## src/rtl/mos6502s_status_reg.sv

```systemverilog
// 6502 processor status register (N V - B D I Z C) with ALU/flag-op/PLP/interrupt update paths.
// Latency: flags and irq_mask update one cycle after the qualifying edge; push_data is combinational.
// Backpressure: none, since every input is a single-cycle strobe.
// Build option: MOS6502S_CMOS_DCLR_EN makes interrupt entry clear D (65C02). When it is undefined, D is kept (NMOS).
module mos6502s_status_reg (
  input  logic       clk,
  input  logic       rst,
  input  logic       alu_n,
  input  logic       alu_z,
  input  logic       alu_c,
  input  logic       alu_v,
  input  logic       upd_nz,
  input  logic       upd_c,
  input  logic       upd_v,
  input  logic [2:0] flag_op,
  input  logic       plp_load,
  input  logic [7:0] data_in,
  input  logic       irq_entry,
  input  logic       brk_push,
  input  logic       instr_done,
  output logic [7:0] p_out,
  output logic [7:0] push_data,
  output logic       c_out,
  output logic       d_out,
  output logic       irq_mask
);

  typedef enum logic [2:0] {
    FLAG_NONE = 3'd0,
    FLAG_CLC  = 3'd1,
    FLAG_SEC  = 3'd2,
    FLAG_CLI  = 3'd3,
    FLAG_SEI  = 3'd4,
    FLAG_CLD  = 3'd5,
    FLAG_SED  = 3'd6,
    FLAG_CLV  = 3'd7
  } flag_op_e;

  flag_op_e op;
  logic n_q, v_q, d_q, i_q, z_q, c_q;
  logic n_nx, v_nx, d_nx, i_nx, z_nx, c_nx;
  logic irq_mask_q;

  // The unused bits are the B and constant-1 positions, which have no storage in P.
  logic unused_data_in;
  assign unused_data_in = ^data_in[5:4];

  assign op = flag_op_e'(flag_op);

  // Each later stage overwrites the earlier ones, so the lowest-priority source is applied first.
  always_comb begin
    n_nx = n_q;
    v_nx = v_q;
    d_nx = d_q;
    i_nx = i_q;
    z_nx = z_q;
    c_nx = c_q;

    if (upd_nz) begin
      n_nx = alu_n;
      z_nx = alu_z;
    end
    if (upd_c) c_nx = alu_c;
    if (upd_v) v_nx = alu_v;

    case (op)
      FLAG_CLC: c_nx = 1'b0;
      FLAG_SEC: c_nx = 1'b1;
      FLAG_CLI: i_nx = 1'b0;
      FLAG_SEI: i_nx = 1'b1;
      FLAG_CLD: d_nx = 1'b0;
      FLAG_SED: d_nx = 1'b1;
      FLAG_CLV: v_nx = 1'b0;
      default:  ;
    endcase

    if (irq_entry) begin
      i_nx = 1'b1;
`ifdef MOS6502S_CMOS_DCLR_EN
      d_nx = 1'b0;
`endif
    end

    if (plp_load) begin
      n_nx = data_in[7];
      v_nx = data_in[6];
      d_nx = data_in[3];
      i_nx = data_in[2];
      z_nx = data_in[1];
      c_nx = data_in[0];
    end
  end

  always_ff @(posedge clk) begin
    if (rst) begin
      n_q        <= 1'b0;
      v_q        <= 1'b0;
      d_q        <= 1'b0;
      i_q        <= 1'b1;
      z_q        <= 1'b0;
      c_q        <= 1'b0;
      irq_mask_q <= 1'b1;
    end else begin
      n_q <= n_nx;
      v_q <= v_nx;
      d_q <= d_nx;
      i_q <= i_nx;
      z_q <= z_nx;
      c_q <= c_nx;
      // The mask samples the registered I, which gives the one-instruction delay on CLI/SEI/PLP.
      if (instr_done) irq_mask_q <= i_q;
    end
  end

  assign p_out     = {n_q, v_q, 1'b1, 1'b0, d_q, i_q, z_q, c_q};
  assign push_data = {n_q, v_q, 1'b1, brk_push, d_q, i_q, z_q, c_q};
  assign c_out     = c_q;
  assign d_out     = d_q;
  assign irq_mask  = irq_mask_q;

endmodule

```

## config.mk

```make
export PLATFORM = sky130hd
export DESIGN_NAME = mos6502s_status_reg
export DESIGN_NICKNAME = d
export VERILOG_FILES = /design/src/rtl/mos6502s_status_reg.sv
export SDC_FILE = /design/constraint.sdc
export NUM_CORES = 1
export LEC_CHECK = 0
export CAP_MARGIN = 20
export CORE_MARGIN = 2
export CORE_UTILIZATION = 31
export CTS_BUF_LIST = sky130_fd_sc_hd__clkbuf_2 sky130_fd_sc_hd__clkbuf_4 sky130_fd_sc_hd__clkbuf_8
export DETAILED_ROUTE_END_ITERATION = 10
export GPL_TIMING_DRIVEN = 1
export HOLD_SLACK_MARGIN = 0.06
export PLACE_DENSITY_LB_ADDON = 0.2
export SYNTH_ARGS = -nofsm -noshare
export SYNTH_HDL_FRONTEND = slang
export SYNTH_SLANG_ARGS = --single-unit
export TNS_END_PERCENT = 30
```

## constraint.sdc

```tcl
create_clock -name clk -period 1.3 [get_ports clk]
set_input_delay 0.13 -clock clk [delete_from_list [all_inputs] [get_ports clk]]
set_output_delay 0.13 -clock clk [all_outputs]
set_load 0.02 [all_outputs]
```

==> results of run 1 <==
[cells by family after synthesis]
family	share of synthesized area, %
compound gates	20.8
buf+inv	26.9
flops	29.6
mux	11.1
other cells	1.58
simple gates	10.0
[placed cells by master, fill, tap and decap left out]
| cell type | Yosys | final |
|---|---|---|
| clkbuf_4 | 0 | 4 |
| dlygate4sd2_1 | 0 | 15 |
| inv_1 | 2 | 2 |
| dfxtp_1 | 7 | 7 |
| mux2i_1 | 3 | 3 |
| nand2_1 | 7 | 7 |
| conb_1 | 2 | 3 |
| clkdlybuf4s50_1 | 0 | 20 |
| buf_4 | 16 | 4 |
| o21ai_0 | 1 | 1 |
| and2b_1 | 1 | 1 |
| a21boi_1 | 1 | 1 |
| o21bai_1 | 1 | 1 |
| mux2_2 | 2 | 2 |
| nor2_1 | 2 | 2 |
| a21oi_1 | 5 | 5 |
| nand2b_1 | 1 | 1 |
| o221a_2 | 1 | 1 |
| a311o_2 | 1 | 1 |
| a21boi_0 | 1 | 1 |
| a2111oi_1 | 1 | 1 |
| o21ai_1 | 1 | 1 |
| o221ai_1 | 1 | 1 |
[routing by layer]
metal	vias up	global-route usage (%)	part of all wire (%)
li1	231	-	-
met4	0	7.27	0
met3	0	1.28	7.4
met1	208	16.2	44
met2	20	18.8	48
met5	-	0	0
[final timing paths]
kind / slack (ns) / startpoint / end / cells after the start
max: 0.20 / d_out$_SDFFE_PP0P_ / d_out / 1
min: 0.26 / brk_push / push_data[4] / 0
max reg2reg: 0.21 / i_q$_SDFFE_PP1P_ / i_q$_SDFFE_PP1P_ / 3
min reg2reg: 0.47 / irq_mask$_SDFFE_PP1P_ / irq_mask$_SDFFE_PP1P_ / 2
[stage by stage]
stage,worst slack [ns],TNS (ns),hold WS (ns),std cells
2_1_floorplan,0.254,0,0.199,58
3_3_place_gp,-0.0344,-0.0398,0.260,97
3_5_place_dp,-0.0308,-0.0426,0.260,97
4_1_cts,0.188,0,0.260,101
5_1_grt,0.145,0,0.260,101
6_report,0.196,0,0.260,101
[final cells by class]
type,instances,area [µm²],share of cell area [%]
Sequential cell,7,140,18.2
Inverter,2,7.51,0.976
Tap cell,16,20.0,2.60
Timing Repair Buffer,39,362,47.0
Clock buffer,4,30.0,3.90
Multi-Input combinational cell,33,210,27.3
[flip-flops by register name, indices dropped and copies added, names as in the netlist]
signal    count
c_out         1
irq_mask      1
d_out         1
v_q           1
z_q           1
n_q           1
i_q           1
[where the power goes]
part           internal (mW)  switching, mW  leakage, nW
Sequential             0.228        0.00911       0.0579
Clock                  0.138         0.0837       0.0184
Combinational          0.112         0.0941        0.286
[synthesized netlist by cell type]
cell type,n
mux2_2,2
a2111oi_1,1
o221a_2,1
dfxtp_1,7
conb_1,2
buf_4,16
nand2b_1,1
inv_1,2
o21ai_0,1
a21boi_0,1
a21oi_1,5
nand2_1,7
a311o_2,1
o21ai_1,1
a21boi_1,1
and2b_1,1
o221ai_1,1
o21bai_1,1
nor2_1,2
mux2i_1,3
==> flow_summary.yaml, run 1 <==
detailed_routing:
  vias: 459
  drt_iter0_markers: 2
  drc: 0
  routed_wl_um: 1090
  route.detailed.wl_per_inst_um: 10.8
  drtAntennaViolNets: 0
  drt-pass1-iter-count: 2
  vias_per_cell: 4.54
grt:
  grt-ovfl-total: 0
  grt_max_degree: 7
  grt_first_pass_wirelength_um: 1740
  grt_usage_pct: 12.2
  antenna_found_initial: 0
  first_global_vias: 404
timing:
  rsz0062_at_grt: "false"
  setup_violations: 0
  hold_viol: 0
  fmax_ghz: 0.906
  final_max_slew_viol_count: 0
  finalCritPeriodShare_pct: 84.9
  skew_ns: 0.0000228
  fin_crit_ns: 1.10
setup_path:
  critPathRequiredTime_ns: 1.17
  endpoint_kind: "primary output"
  slowest_stage: "dfxtp_1"
  crit_path_start_kind: "register"
  arrival_ns: 0.97
  crit_buf_inv: 1
  slowest_delay_ns: 0.37
  crit_chain: "dlygate4sd2_1"
  path_max_fanout: 5
  crit_type: "reg2out"
  crit_family: "flip-flops"
clock_tree:
  path_clk_slew_ns: 0.06
  cts_buffers: 3
  holdBufCountCts: 0
  cts_tree: "built"
  cts_resized: 15
  clkSinkCount: 7
  clockBufferDepth: 2
  root_buffer: "clkbuf_4"
  h-tree-depth: 1
  clkLatencyLatePin_ns: 0.25
  cts_setup_buffers: 0
synthesis:
  yosys.area.top_type_share_pct: 29.6
  synth.avg_cell_area_um2: 8.32
  synth_area_leader_cell: "dfxtp_1"
  ys_warn_count: 0
  synthCells: 57
  yosysUniqueCellTypes: 20
  synth_area_um2: 474
  netlist_top_cells_area: "dfxtp_1 (30%), buf_4 (25%), mux2i_1 (6.3%), nand2_1 (5.5%), a21oi_1 (5.3%)"
  synth_seq_area_share_pct: 29.6
  ys_ff_latch: 7
placed_design:
  numPortBuffers: 35
  dp_hpwl_um: 897
  dpl-instance-area_um2: 758
  gp_congestion: 0.637
layout:
  fillers: 148
  utilization_pct: 52.3
  syn_to_final_growth_pct: 62.3
  antennaDiodeCount: 0
  fin_nets: 110
  drive_gt1_share_pct: 14.1
  final_design_area_no_fill_um2: 769
floorplanning:
  die-height_um: 43.1
  core_mm2: 0.00147
  initial_utilization_pct: 32.2
  dieArea_mm2: 0.00186
  die_w_um: 43.1
  ios: 43
  fp-row-count: 14
power_and_ir_drop:
  irDropWorstVdd_v: 0.000431
  power.density_mw_per_mm2: 864
  leakage_nw: 0.362
  total_power_uw: 665
run:
  maxCapViolCount: 0
worst_hold_path:
  hold_path.class: "in2out"
run_status:
  status: "finished, final reports clean"
(Power assumes the default switching activity.)
==> inputs of run 2 (changes only) <==
CORE_UTILIZATION = 28   (was 31)
clock period = 0.99 ns   (was 1.3 ns; I/O delays follow)
==> run 2 against run 1 <==
The flow now finishes with violations (setup timing); sequential power grew 32%; hold slack lost 0.062 ns; utilization shrank 3.1 points; sequential share of layout area grew 0.93 points; total power grew 33%; die area grew 9.7%; cell count grew 3.0%; cell area shrank 1.5%; non-clock buffer count grew 3; via count grew 2.2%; sequential cell count is the same; clock power grew 32%; largest power group unchanged.
==> flow_summary.yaml, run 2 (same netlist as run 1, synthesis figures left out) <==
layout:
  antennaDiodeCount: 0
  fillers: 162
  final_design_area_no_fill_um2: 758
  layout_commonest_cell: "clkdlybuf4s50_1"
  layout_common_cells: "clkdlybuf4s50_1 (16), buf_2 (13), nand2_1 (7), buf_4 (7), a21oi_1 (5)"
  utilization_pct: 49.2
  multi_input_area_um2: 219
  drive_gt1_share_pct: 42.0
  fin_nets: 113
  syn_to_final_growth_pct: 59.9
  ff_latch_area_um2: 145
power_and_ir_drop:
  power.density_mw_per_mm2: 1170
  leakage_nw: 0.371
  seqPwrFrac_pct: 35.5
  pwr-share-clk_pct: 33.2
  combPwrFrac_pct: 31.3
  switchingPower_uw: 254
  irDropWorstVdd_v: 0.000705
  switching_share_pct: 28.8
  p_int_uw: 630
detailed_routing:
  vias_per_cell: 4.51
  drtAntennaViolNets: 0
  vias: 469
  drt_iter0_markers: 4
  drc: 0
  route.detailed.wl_per_inst_um: 11.0
  routed_wl_um: 1150
  drt-pass1-iter-count: 3
placed_design:
  gp_congestion: 0.686
  dpl-instance-area_um2: 781
  dp_hpwl_um: 868
  numPortBuffers: 35
timing:
  rsz0062_at_grt: "true"
  hold_viol: 0
  setup_violations: 1
  fin_crit_ns: 1.02
  skew_ns: 0.0000536
  fin_setup_tns_ns: -0.0288
  finalWorstSetupSlack_ns: -0.0288
  finalCritPeriodShare_pct: 103
  fmax_ghz: 0.982
  final_max_slew_viol_count: 0
floorplanning:
  fp-row-count: 14
  die-height_um: 45.2
  dieArea_mm2: 0.00204
  die_w_um: 45.2
  ios: 43
  core_mm2: 0.00154
  initial_utilization_pct: 30.8
grt:
  grt.met1_usage_pct: 12.3
  met3_usage_pct: 6.80
  first_global_vias: 369
  busiest_layer: "met2"
  met2_usage_pct: 17.1
  grt_first_pass_wirelength_um: 1570
  grt_usage_pct: 11.5
  grt_max_degree: 7
  antenna_found_initial: 0
  grt-ovfl-total: 0
clock_tree:
  clockBufferDepth: 2
  cts_tree: "built"
  clkSinkCount: 7
  clkLatencyLatePin_ns: 0.25
  cts_setup_buffers: 0
  path_clk_slew_ns: 0.05
  cts_buffers: 3
  root_buffer: "clkbuf_4"
  h-tree-depth: 1
setup_path:
  crit_type: "reg2reg"
  endpoint_kind: "register"
  arrival_ns: 1.15
  critPathRequiredTime_ns: 1.12
  path_max_fanout: 5
  crit_path_start_kind: "register"
worst_hold_path:
  hold_path.class: "in2out"
run_status:
  violations: "setup timing"
  status: "complete, but fails checks"
run:
  maxCapViolCount: 0
run 2: layout make-up:
cell class	instances	area share (%)
Clock buffer	4	3.96
Timing Repair Buffer	42	44.4
Multi-Input combinational cell	33	28.9
Inverter	2	0.990
Sequential cell	7	19.1
Tap cell	16	2.64
run 2: worst max-delay path, cell delays in order, from the launching register on:
cell and delay (ns):
dfxtp_2 0.33, o21bai_1 0.17, a2111oi_2 0.32, o21ai_1 0.09
run 2: power groups by stage:
| stage | Clock, mW | Combinational, mW | Sequential (mW) |
|---|---|---|---|
| CTS | 0.307 | 0.290 | 0.314 |
| finish | 0.294 | 0.277 | 0.314 |
| floorplan | 0 | 0.162 | 0.326 |
| global placement | 0 | 0.306 | 0.318 |
| detailed placement | 0 | 0.307 | 0.319 |
| global route | 0.344 | 0.296 | 0.316 |
run 2: routing by layer:
layer / wire length [µm] / vias up
li1: - / 238
met3: 144 / 0
met2: 551 / 25
met4: 0 / 0
met5: 0 / -
met1: 453 / 206
run 2: path summary, 6_finish.rpt:
check	from	end	slack, ns	depth (start not counted)
setup / recovery	i_q$_SDFFE_PP1P_	i_q$_SDFFE_PP1P_	-0.03	3
hold / removal	brk_push	push_data[4]	0.20	0
setup reg to reg	i_q$_SDFFE_PP1P_	i_q$_SDFFE_PP1P_	-0.03	3
hold reg to reg	irq_mask$_SDFFE_PP1P_	irq_mask$_SDFFE_PP1P_	0.47	2
run 2: stage by stage:
stage,total power [mW],instances,hold WS [ns],setup slack [ns]
CTS,0.911,104,0.198,-0.0429
floorplan,0.487,58,0.168,0.00326
global placement,0.624,100,0.198,-0.305
finish,0.884,104,0.198,-0.0288
global route,0.955,104,0.198,-0.0675
detailed placement,0.626,100,0.198,-0.312
run 2: what timing repair did:
action,4_1_cts,5_1_grt
hold buffers,0,0
resized for setup,51,20
pin swaps,2,4
endpoints found under the setup margin,18,19
==> variant, RTL diff (settings of run 1) <==
Add a define of `MOS6502S_CMOS_DCLR_EN`.
--- a/src/rtl/mos6502s_status_reg.sv
+++ b/src/rtl/mos6502s_status_reg.sv
@@ -2,6 +2,8 @@
 // Latency: flags and irq_mask update one cycle after the qualifying edge; push_data is combinational.
 // Backpressure: none, since every input is a single-cycle strobe.
 // Build option: MOS6502S_CMOS_DCLR_EN makes interrupt entry clear D (65C02). When it is undefined, D is kept (NMOS).
+`define MOS6502S_CMOS_DCLR_EN
+
 module mos6502s_status_reg (
   input  logic       clk,
   input  logic       rst,
Formal check against the unedited RTL: not equivalent (a bounded check fails within 4 cycles, from zero or initial values and one cycle with rst high).
==> variant against run 1 <==
Combinational power increased by 12%. Sequential cell count unchanged. Hold slack about the same. Fmax decreased by 4.6%. Core utilization increased by 0.71 points. Area after synthesis increased by 11%. Cell area increased by 6.2%. Total power increased by 4.7%. Setup slack got worse by 0.053 ns. Routed wire length increased by 8.6%. Largest power group unchanged.
==> variant: results (changes against run 1) <==
* Buffers, non-clock at 40 (was 39)
* DRT iter0 DRCs at 4 (was 2)
* Post-synth top cells: buf_4 (16), dfxtp_1 (7), nor2_1 (5) (was buf_4 (16), dfxtp_1 (7), nand2_1 (7))
* Cells after Synth at 59 (was 57)
* HPWL Detailed at 920 um (was 896.8 um)
* Combinational power share at 0.330 (was 0.310)
* Routability cong. at 0.7265 (was 0.6368)
* Die area at 0.002040 mm^2 (was 0.001858 mm^2)
* Status: finished, final reports clean (unchanged)
* Drt pass-1 iters at 4 (was 2)
* Final std cells w/o fill at 103 (was 101)
* Multi-input gate share of total cell area at 0.3109 (was 0.2732)
* CP top delay family: buffers and inverters (was flip-flops)
* CP peak stage delay at 0.60 ns (was 0.37 ns)
* Placed cell area at 805.8 um^2 (was 758.2 um^2)
* Via-per-instance ratio at 4.816 (was 4.545)
* Worst setup path start: flag_op[1] (was d_out$_SDFFE_PP0P_)
* ClkCell Share at 0.03675 (was 0.03902)
* FF+latch count at 7 (unchanged)
* Non-clk buf share at 0.4518 (was 0.4699)
* Metal1 wirelength at 500 um (was 481 um)
* Share of cells above drive strength 1 at 0.1839 (was 0.1412)
* Cells after DPL at 99 (was 97)
* Synth unique cells at 23 (was 20)
* Reg2Reg Setup Slack at 0.23 ns (was 0.21 ns)
* Slowest cell on crit path: clkdlybuf4s50_1 (was dfxtp_1)
* Clk. pwr at 226 uW (was 222 uW)
* Leak at 0.3729 nW (was 0.3621 nW)
* Largest net degree at the start of global routing at 9 (was 7)
* Clock Skew at 0.0001774 ns (was 0.00002276 ns)
* Part of the Yosys area used for sequential elements at 0.2667 (was 0.2955)
* Routed wire length on met2 at 528 um (was 524 um)
* Seq pwr share at 0.345 (was 0.356)
* Layout fillers at 161 (was 148)
* Final core occ at 0.5300 (was 0.5230)
* Fmax at 863.8 MHz (was 905.5 MHz)
* CP Capture Point: i_q$_SDFFE_PP1P_ (was d_out)
* Synth Area in Compound Gates at 0.2190 (was 0.2084)
* Max IR drop VDD at 0.3360 mV (was 0.4315 mV)
* Place WS at -0.1296 ns (was -0.03076 ns)
* Number of nets in the layout at 112 (was 110)
## variant: metal layers
layer	vias up	track usage
met1	221	0.1359
met2	30	0.1914
met4	0	0.08824
li1	243	-
met5	-	0
met3	2	0.05600
## variant: timing repair
action / in CTS / in global routing
buffers inserted: 0 / 0
hold buffers: 0 / 0
gates resized for setup: 15 / 0
endpoints found under the setup margin: 15 / 0
## variant: how the worst min path moves through the flow
stage | from | to | slack (ns) | depth (start not counted)
floorplan | rst | d_out$_SDFFE_PP0P_ | 0.20 | 1
global placement | brk_push | push_data[4] | 0.26 | 0
detailed placement | brk_push | push_data[4] | 0.26 | 0
CTS | brk_push | push_data[4] | 0.26 | 0
global route | brk_push | push_data[4] | 0.26 | 0
finish | brk_push | push_data[4] | 0.26 | 0
